`src/rtl/eram_if_responder.sv`:
```
// ----------------------------------------------------------------------------
// eram_if_responder
//
// Responder on the external-memory side. It terminates the token stream that
// the tile-side interface sends toward ERAM. A request is an acquire token
// followed by four header words: T-ID, F-ID, attribute and base address.
//   * Store: each following word, including the terminating release word, is
//     written to consecutive BRAM addresses starting at the base.
//   * Load : Length words are read from BRAM. They are returned as a token
//     stream that opens with an acquire word and whose last word is a
//     release word. Back-pressure from I_BTk (nack) is honoured.
//
// Token layout (FTk, MSB first): {v, a, r, i[WIDTH_ID-1:0], d[WIDTH_DATA-1:0]}
// Back token (BTk): a single bit, n = nack.
// Attribute word: bit WIDTH_DATA-1 = is_Pull (load), bits [15:0] = Length.
//
// Ports:
//   clock    - the only clock
//   reset    - asynchronous, active-high reset
//   I_FTk    - request/store stream from the tile interface
//   O_BTk    - nack toward the tile interface
//   O_FTk    - load-response stream toward the tile interface
//   I_BTk    - nack for the response stream
//   O_Addr   - BRAM word address
//   O_We     - BRAM write enable
//   O_Re     - BRAM read enable
//   O_WData  - BRAM write data
//   I_RData  - BRAM read data, valid RD_LATENCY cycles after O_Re
//   O_Busy   - high whenever the FSM is outside IDLE
//
// Optional feature, macro ERAM_RSP_ID_ECHO_EN:
//   When it is defined, the load acquire word carries d = F-ID and
//   i = T-ID of the request. When it is undefined, both fields are 0 and
//   the ID registers are not built.
// ----------------------------------------------------------------------------
module eram_if_responder #(
    parameter int WIDTH_ADDR = 12,
    parameter int RD_LATENCY = 1,
    parameter int DEPTH_SKID = 2,
    parameter int WIDTH_DATA = 32,
    parameter int WIDTH_ID   = 8
) (
    input  logic                               clock,
    input  logic                               reset,
    input  logic [WIDTH_DATA+WIDTH_ID+2:0]     I_FTk,
    output logic                               O_BTk,
    output logic [WIDTH_DATA+WIDTH_ID+2:0]     O_FTk,
    input  logic                               I_BTk,
    output logic [WIDTH_ADDR-1:0]              O_Addr,
    output logic                               O_We,
    output logic                               O_Re,
    output logic [WIDTH_DATA-1:0]              O_WData,
    input  logic [WIDTH_DATA-1:0]              I_RData,
    output logic                               O_Busy
);

    localparam int FTK_W = WIDTH_DATA + WIDTH_ID + 3;
    localparam int V_BIT = FTK_W - 1;
    localparam int A_BIT = FTK_W - 2;
    localparam int R_BIT = FTK_W - 3;
    localparam int EW    = WIDTH_DATA + 2;                       // skid entry {a, r, d}
    localparam int PW    = (DEPTH_SKID > 1) ? $clog2(DEPTH_SKID) : 1;
    localparam int CW    = $clog2(DEPTH_SKID + 1);
    localparam logic [CW:0] DEPTH_L = (CW + 1)'(DEPTH_SKID);

    if (RD_LATENCY != 1) begin : g_rd_latency_check
        $error("eram_if_responder: only RD_LATENCY == 1 is supported");
    end

    typedef enum logic [2:0] {
        IDLE,
        HDR_TID,
        HDR_FID,
        HDR_ATTR,
        HDR_ADDR,
        ST_RUN,
        LD_ACQ,
        LD_RUN
    } state_t;

    typedef struct packed {
        logic        is_Pull;
        logic [15:0] O_Length;
    } attr_t;

    function automatic attr_t AttributeDec(input logic [WIDTH_DATA-1:0] attr);
        attr_t res;
        res.is_Pull  = attr[WIDTH_DATA-1];
        res.O_Length = attr[15:0];
        return res;
    endfunction

    function automatic logic [PW-1:0] ptr_next(input logic [PW-1:0] p);
        return (p == PW'(DEPTH_SKID - 1)) ? '0 : p + 1'b1;
    endfunction

    // Input token fields
    logic                  in_v, in_a, in_r, in_acq, in_rel;
    logic [WIDTH_DATA-1:0] in_d;
    attr_t                 attr_dec;
    logic                  unused_ftk;

    assign in_v       = I_FTk[V_BIT];
    assign in_a       = I_FTk[A_BIT];
    assign in_r       = I_FTk[R_BIT];
    assign in_d       = I_FTk[WIDTH_DATA-1:0];
    assign in_acq     = in_v & in_a & ~in_r;
    assign in_rel     = in_v & in_a & in_r;
    assign attr_dec   = AttributeDec(in_d);
    assign unused_ftk = ^I_FTk;

    // State
    state_t                state_q, state_d;
    logic                  pull_q, pull_d;
    logic [15:0]           len_q, len_d;
    logic [WIDTH_ADDR-1:0] ptr_q, ptr_d;          // base + k
    logic [15:0]           rd_cnt_q, rd_cnt_d;    // reads issued
    logic                  we_q, we_d;
    logic [WIDTH_ADDR-1:0] waddr_q, waddr_d;
    logic [WIDTH_DATA-1:0] wdata_q, wdata_d;
    logic                  rvalid_q, rvalid_d;    // read data arrives this cycle
    logic                  rlast_q, rlast_d;      // ... and it is the last word
    logic [EW-1:0]         mem_q [DEPTH_SKID];
    logic [PW-1:0]         wp_q, wp_d, rp_q, rp_d;
    logic [CW-1:0]         cnt_q, cnt_d;

`ifdef ERAM_RSP_ID_ECHO_EN
    logic [WIDTH_ID-1:0]   tid_q, tid_d;
    logic [WIDTH_DATA-1:0] fid_q, fid_d;
`endif

    // Combinational control
    logic                  nack, take, out_v, pop, re, push;
    logic [EW-1:0]         head, push_word;
    logic [CW:0]           occ;
    logic [WIDTH_DATA-1:0] acq_d;
    logic [WIDTH_ID-1:0]   acq_i;

    assign head  = mem_q[rp_q];
    assign out_v = (cnt_q != '0);
    assign pop   = out_v & ~I_BTk;
    // Reads in flight plus entries already buffered; the skid buffer must be
    // able to hold every issued read if the consumer stalls indefinitely.
    assign occ   = {1'b0, cnt_q} + {{CW{1'b0}}, rvalid_q};

`ifdef ERAM_RSP_ID_ECHO_EN
    assign acq_d = fid_q;
    assign acq_i = tid_q;
`else
    assign acq_d = '0;
    assign acq_i = '0;
`endif

    always_comb begin
        state_d   = state_q;
        pull_d    = pull_q;
        len_d     = len_q;
        ptr_d     = ptr_q;
        rd_cnt_d  = rd_cnt_q;
        we_d      = 1'b0;
        waddr_d   = waddr_q;
        wdata_d   = wdata_q;
        push      = 1'b0;
        push_word = '0;
`ifdef ERAM_RSP_ID_ECHO_EN
        tid_d     = tid_q;
        fid_d     = fid_q;
`endif

        nack = (state_q == LD_ACQ) || (state_q == LD_RUN) ||
               ((state_q != IDLE) && in_acq);
        take = in_v & ~nack;
        re   = (state_q == LD_RUN) && (rd_cnt_q != len_q) && (occ < DEPTH_L);

        rvalid_d = re;
        rlast_d  = re && ((rd_cnt_q + 16'd1) == len_q);

        case (state_q)
            IDLE: begin
                if (take && in_acq) begin
                    state_d = HDR_TID;
                end
            end
            HDR_TID: begin
                if (take) begin
`ifdef ERAM_RSP_ID_ECHO_EN
                    tid_d = in_d[WIDTH_ID-1:0];
`endif
                    state_d = HDR_FID;
                end
            end
            HDR_FID: begin
                if (take) begin
`ifdef ERAM_RSP_ID_ECHO_EN
                    fid_d = in_d;
`endif
                    state_d = HDR_ATTR;
                end
            end
            HDR_ATTR: begin
                if (take) begin
                    pull_d  = attr_dec.is_Pull;
                    len_d   = attr_dec.O_Length;
                    state_d = HDR_ADDR;
                end
            end
            HDR_ADDR: begin
                if (take) begin
                    ptr_d    = in_d[WIDTH_ADDR-1:0];
                    rd_cnt_d = '0;
                    if (pull_q) begin
                        // The skid buffer is empty here; the acquire word is
                        // queued through it like any other response word.
                        push      = 1'b1;
                        push_word = {1'b1, 1'b0, acq_d};
                        state_d   = LD_ACQ;
                    end else begin
                        state_d = ST_RUN;
                    end
                end
            end
            ST_RUN: begin
                if (take) begin
                    we_d    = 1'b1;
                    waddr_d = ptr_q;
                    wdata_d = in_d;
                    ptr_d   = ptr_q + 1'b1;
                    if (in_rel) begin
                        state_d = IDLE;
                    end
                end
            end
            LD_ACQ: begin
                if (pop) begin
                    if (len_q == '0) begin
                        push      = 1'b1;
                        push_word = {1'b1, 1'b1, {WIDTH_DATA{1'b0}}};
                    end
                    state_d = LD_RUN;
                end
            end
            LD_RUN: begin
                if (pop && head[EW-2]) begin
                    state_d = IDLE;
                end
            end
            default: state_d = IDLE;
        endcase

        if (re) begin
            ptr_d    = ptr_q + 1'b1;
            rd_cnt_d = rd_cnt_q + 16'd1;
        end

        if (rvalid_q) begin
            push      = 1'b1;
            push_word = {rlast_q, rlast_q, I_RData};
        end

        wp_d  = push ? ptr_next(wp_q) : wp_q;
        rp_d  = pop ? ptr_next(rp_q) : rp_q;
        cnt_d = cnt_q;
        if (push && !pop) begin
            cnt_d = cnt_q + 1'b1;
        end else if (pop && !push) begin
            cnt_d = cnt_q - 1'b1;
        end
    end

    always_ff @(posedge clock or posedge reset) begin
        if (reset) begin
            state_q  <= IDLE;
            pull_q   <= 1'b0;
            len_q    <= '0;
            ptr_q    <= '0;
            rd_cnt_q <= '0;
            we_q     <= 1'b0;
            waddr_q  <= '0;
            wdata_q  <= '0;
            rvalid_q <= 1'b0;
            rlast_q  <= 1'b0;
            wp_q     <= '0;
            rp_q     <= '0;
            cnt_q    <= '0;
            for (int unsigned k = 0; k < DEPTH_SKID; k++) begin
                mem_q[k] <= '0;
            end
        end else begin
            state_q  <= state_d;
            pull_q   <= pull_d;
            len_q    <= len_d;
            ptr_q    <= ptr_d;
            rd_cnt_q <= rd_cnt_d;
            we_q     <= we_d;
            waddr_q  <= waddr_d;
            wdata_q  <= wdata_d;
            rvalid_q <= rvalid_d;
            rlast_q  <= rlast_d;
            wp_q     <= wp_d;
            rp_q     <= rp_d;
            cnt_q    <= cnt_d;
            if (push) begin
                mem_q[wp_q] <= push_word;
            end
        end
    end

`ifdef ERAM_RSP_ID_ECHO_EN
    always_ff @(posedge clock or posedge reset) begin
        if (reset) begin
            tid_q <= '0;
            fid_q <= '0;
        end else begin
            tid_q <= tid_d;
            fid_q <= fid_d;
        end
    end
`endif

    // Outputs
    assign O_BTk   = nack;
    assign O_Busy  = (state_q != IDLE);
    assign O_We    = we_q;
    assign O_Re    = re;
    assign O_WData = wdata_q;
    // Writes come from the store path and reads from the load path. A store's
    // final write can be pending while the FSM is already IDLE, but it never
    // coincides with a read.
    assign O_Addr  = we_q ? waddr_q : (re ? ptr_q : '0);
    assign O_FTk   = {out_v,
                      out_v & head[EW-1],
                      out_v & head[EW-2],
                      (out_v & head[EW-1] & ~head[EW-2]) ? acq_i : {WIDTH_ID{1'b0}},
                      out_v ? head[WIDTH_DATA-1:0] : {WIDTH_DATA{1'b0}}};

endmodule

```
`config.mk`:
```
export PLATFORM = sky130hd
export DESIGN_NAME = eram_if_responder
export DESIGN_NICKNAME = d
export VERILOG_FILES = /design/src/rtl/eram_if_responder.sv
export SDC_FILE = /design/constraint.sdc
export NUM_CORES = 1
export LEC_CHECK = 0
export ABC_AREA = 1
export CAP_MARGIN = 10
export CORE_ASPECT_RATIO = 1.25
export CORE_MARGIN = 2
export CORE_UTILIZATION = 49
export CTS_CLUSTER_DIAMETER = 120
export DETAILED_ROUTE_END_ITERATION = 12
export GPL_TIMING_DRIVEN = 0
export PLACE_DENSITY = 0.84
export SLEW_MARGIN = 20
export SYNTH_ARGS = -nofsm -noshare
export SYNTH_HDL_FRONTEND = slang
export SYNTH_SLANG_ARGS = --single-unit
```
`constraint.sdc`:
```
create_clock -name clock -period 8.4 [get_ports clock]
set_input_delay 1.68 -clock clock [delete_from_list [all_inputs] [get_ports clock]]
set_output_delay 1.68 -clock clock [all_outputs]
set_load 0.05 [all_outputs]
```
-- Yosys cells after proc, flatten, opt, wreduce, memory -nomap -nowiden
Cells that the tools add are included.
- flip-flop bits (word level): 167
- bits of input ports: 78
- output and inout bits: 91
- $add $sub $neg: 7
- order comparisons: 4
- eq/ne operators: 20
- mux-type cells: 45
- bitwise operators: 12
- reductions and logical operators: 26
- operator list (operator ; number):
    $mux W34 ; 9
    $bwmux W68 ; 1
    $pmux W34 S2 ; 1
    $mux W12 ; 5
    $mux W16 ; 3
    $demux W34 S1 ; 1
    $mux W32 ; 1
    $mux W3 ; 9
    $pmux W12 S2 ; 1
    $pmux W3 S8 ; 1
    $add A16 B1 Y16 const B ; 1
    $eq A16 B16 Y1 ; 1
    $logic_not A16 Y1 ; 1
    $ne A16 B16 Y1 ; 1
    $ne A2 B2 Y1 const B ; 8
    $add A12 B1 Y12 const B ; 1
    $eq A3 B3 Y1 const B ; 4
    $logic_and A1 B1 Y1 ; 9
    $mux W1 ; 9
    $reduce_and A9 Y1 ; 1
    $reduce_bool A2 Y1 ; 4
    $and A1 B1 Y1 ; 7
    $eq A3 B2 Y1 const B ; 2
    $mux W2 ; 3
    19 further kinds ; 30

-- Longest topological paths before layout
- depth after elaboration: 13
- depth in mapped cells: 15
- depth with buffers taken out: 12

-- Worst setup path before layout
OpenSTA, ideal clock, no wires.
- kind: register to output
- start point: register state_q[0]
- end point: output O_Addr[2]
- arrival: 2.357 ns
- data required time: 6.720 ns
- path slack: 4.363 ns
- cell stages (with the launch flop): 10
- path buffers: 3
- cells stage by stage: dfrtp_1 > buf_2 > nand2_1 > inv_1 > nand3_1 > a21oi_2 > nand2_4 > buf_6 > buf_2 > o21ai_0
- longest elaborated chain between the ends: 5
- RTL lines (element ; RTL line ; source):
    from (decl) ; 113 ; state_t state_q, state_d;
    from (signal assigned) ; 289 ; state_q <= state_d;
    $eq A3 B3 Y1 ; 173 ; re = (state_q == LD_RUN) && (rd_cnt_q != len_q) && (occ < DEPTH_L);
    $logic_and A1 B1 Y1 (2 in series) ; 173 ;
    $mux W12 (2 in series) ; 329 ; assign O_Addr = we_q ? waddr_q : (re ? ptr_q : '0);
    to (decl) ; 49 ; output logic [WIDTH_ADDR-1:0] O_Addr,
Every way passes these cells.

-- Worst setup path after layout
- start point: input I_FTk[42]
- end point: output O_BTk
- longest elaborated chain between the ends: 4
- RTL lines (element ; RTL line ; source):
    from (decl) ; 45 ; input logic [WIDTH_DATA+WIDTH_ID+2:0] I_FTk,
    $and A1 B1 Y1 (2 in series) ; 107 ; assign in_acq = in_v & in_a & ~in_r;
    $logic_and A1 B1 Y1 ; 171 ; ((state_q != IDLE) && in_acq);
    $logic_or A1 B1 Y1 ; 170 ; nack = (state_q == LD_ACQ) || (state_q == LD_RUN) ||
    to (decl) ; 46 ; output logic O_BTk,
Every way passes these cells.

==> flow_summary.ini <==
[synthesis]
yosys_warnings = 0
ys_ff_latch = 167
netlist_area_um2 = 8572
yosysSeqAreaShare_pct = 48.75
synthAdderAreaFrac_pct = 0.4379
synth_compound_area_share_pct = 11.76
yosys-mux-area-fraction_pct = 3.547
synth_simple_gate_area_share_pct = 25.08
avgSynthCellArea_um2 = 7.864
synth_cells = 1090
synth.distinct_cells = 39
synth_top_family_by_area = simple AND/OR/NAND/NOR gates
synth_xor_area_share_pct = 2.657

[sta]
finClkSkew_ns = 0.01145
hold_viol = 0
worst_slew_pin_slew_ns = 0.5684
maxSlewHeadroom_pct = 61.99
slew_viol_final = 0
fin_crit_ns = 5.150
setup_slack_ns = 3.250
rsz0062_at_grt = no
tns_ns = 0
finalCritPeriodShare_pct = 61.31
fmax_mhz = 194.2
setup_viol = 0

[placement]
place.detailed.instances = 1474
place_area_um2 = 10440
numPortBuffers = 152
dp_hpwl_um = 16430
globalplace.congestion = 0.9434
preCtsSetupSlack_ns = 3.269

[clock_network]
cts.sinks = 167
clk_pin_slew_ns = 0.06
cts_hold_buf = 0
post_cts_buffers = 0
numCtsBuffers = 17
htreeDepth = 4
clock_latency_ns = 0.43
cts_tree = built
cts_root_buf = clkbuf_16
cts_buffer_depth = 2
cts_resized = 0

[grt]
grt_pass1_vias = 7767
grt_util_all_layers_pct = 25.26
antenna_found_initial = 0
grt_pass1_wl_um = 37850
grt-ovfl-total = 0
grt_start_max_net_pins = 102

[power_and_ir_drop]
p_leak_nw = 5.045
powerDensity_nw_per_um2 = 390.3
ir_drop_mv = 0.2744

[layout]
layout_common_cells = 383 x nand2_1, 167 x dfrtp_1, 152 x clkdlybuf4s50_1, 107 x o21ai_0, 75 x inv_1
finalInstanceArea_um2 = 11060
drive_above_1_share_pct = 9.204
nNetsFinal = 1350
fin_cells = 1506
final_util_pct = 63.95
syn2layout_area_growth_pct = 29.05
antenna_cells = 0
nFillCells = 1431
mostFrequentLayoutCell = nand2_1

[drt]
first_pass_iters = 5
drt_iter0_drc = 784
postRouteWirelength_um = 22810
wl_per_cell_um = 15.14
vias_per_cell = 5.309
vias = 7996
drc = 0
drtAntennaViolNets = 0

[worst_hold_path]
hold_class = reg -> reg
min_from = mem_q[30]$_DFFE_PP0P_

[floorplanning]
fp.coreArea_um2 = 17300
die_y_um = 151.9
io_pins = 169
rows = 54
dieWidth_um = 122.3
die_area_um2 = 18570
start_util_pct = 49.56

[worst_setup_path]
crit_path_end_kind = primary output
regToRegStartpoint = cnt_q[0]$_DFFE_PP0P_
crit_arrival_ns = 3.47
startpoint_type = input pin
required_ns = 6.72
crit_fanout = 5
startpoint = I_FTk[42]
criticalPathCategory = in -> out

[run]
drv_cap = 0

[run_status]
status = finished clean
[registers in the layout, indices dropped and copies added, names as in the netlist, 2 cells and up]
register,count
rd_cnt_q,16
waddr_q,12
len_q,16
O_WData,32
cnt_q,2
mem_q,68
ptr_q,12
state_q,3
[final timing paths]
kind,end,slack [ns],cells after the start
hold / removal,mem_q[30]$_DFFE_PP0P_,0.49,2
max in group asynchronous,len_q[2]$_DFFE_PP0P_,5.84,3
setup / recovery,O_BTk,3.25,6
hold reg to reg,mem_q[30]$_DFFE_PP0P_,0.49,2
min in group asynchronous,O_WData[13]$_DFFE_PP0P_,1.69,2
setup reg to reg,cnt_q[1]$_DFFE_PP0P_,6.16,8
[critical path: stages]
cell	delay, ns
clkdlybuf4s50_1	0.56
nand2_1	0.08
nor2_1	0.15
o21ai_2	0.10
inv_1	0.06
clkdlybuf4s50_1	0.84
[cell usage after synthesis]
| cell | count | area [um2] |
|---|---|---|
| nand2_1 | 383 | 1438 |
| dfrtp_1 | 167 | 4179 |
| o21ai_0 | 107 | 535.5 |
| inv_1 | 76 | 285.3 |
| nand3_1 | 66 | 330.3 |
| nor2_1 | 50 | 187.7 |
| a21oi_1 | 47 | 235.2 |
| clkbuf_1 | 28 | 105.1 |
| mux2_2 | 26 | 292.8 |
| xor2_1 | 22 | 192.7 |
| buf_2 | 16 | 80.08 |
| buf_4 | 16 | 120.1 |
| o22ai_1 | 13 | 81.33 |
| nand4_1 | 9 | 56.30 |
| o21a_1 | 8 | 60.06 |
| inv_2 | 7 | 26.28 |
| nor3_1 | 5 | 25.02 |
| o21ai_1 | 5 | 25.02 |
| nand2_2 | 4 | 25.02 |
| xnor2_1 | 4 | 35.03 |
| buf_6 | 3 | 33.78 |
| ha_1 | 3 | 37.54 |
| nor2_2 | 3 | 18.77 |
| o21bai_1 | 3 | 22.52 |
| buf_1 | 2 | 7.510 |
| nand3_2 | 2 | 20.02 |
| o21ai_2 | 2 | 17.52 |
| or2_2 | 2 | 12.51 |
| a21oi_2 | 1 | 8.760 |
| a221oi_1 | 1 | 8.760 |
| a31oi_1 | 1 | 6.260 |
| and2_1 | 1 | 6.260 |
| clkinv_1 | 1 | 3.750 |
| conb_1 | 1 | 3.750 |
| mux2_1 | 1 | 11.26 |
| nand2_4 | 1 | 11.26 |
| nand3b_1 | 1 | 7.510 |
| nor2_4 | 1 | 11.26 |
| o211ai_1 | 1 | 7.510 |
[per-stage QoR]
step                      hold slack (ns)  total power, mW
after global routing               0.5079            4.595
final                              0.4875            4.318
after global placement             0.4652            3.430
after floorplan                    0.4457            2.823
after detailed placement           0.4731            3.490
after CTS                          0.4902            4.325
[where the power goes]
group	leakage [nW]	switching, mW	internal (mW)
clock	0.309	0.368	0.459
combinational	2.61	1.40	0.711
sequential	2.13	0.234	1.15
total	5.05	2.00	2.32
[routing by layer]
| metal | vias to the layer above | part of all wire, % | track usage [%] |
|---|---|---|---|
| li1 | 3845 | - | - |
| met1 | 3776 | 41 | 33.06 |
| met2 | 329 | 50 | 41.67 |
| met3 | 46 | 6.8 | 4.204 |
| met4 | 0 | 2.7 | 9.852 |
| met5 | - | 0 | 0 |
[cell families (layout without fill, tap and decap cells)]
group	count (synthesis)	count (layout)
AOI/OAI and AO/OA	189	189
xor gates and xnor gates	26	26
adders and majority gates	3	3
buffers and inverters	149	334
DFF	167	167
muxes	27	27
other	1	8
and+or+nand+nor	528	528
[cell type report]
| cell class | instances | area (um2) | share of cell area, % |
|---|---|---|---|
| Sequential cell | 167 | 4179 | 37.78 |
| Multi-Input combinational cell | 781 | 3757 | 33.97 |
| Timing Repair Buffer | 153 | 1549 | 14.00 |
| Clock buffer | 17 | 425.4 | 3.846 |
| Buffer | 65 | 346.6 | 3.133 |
| Inverter | 84 | 322.8 | 2.918 |
| Tap cell | 224 | 280.3 | 2.534 |
| Clock inverter | 15 | 201.4 | 1.821 |
Power figures use the tool's default switching activity.
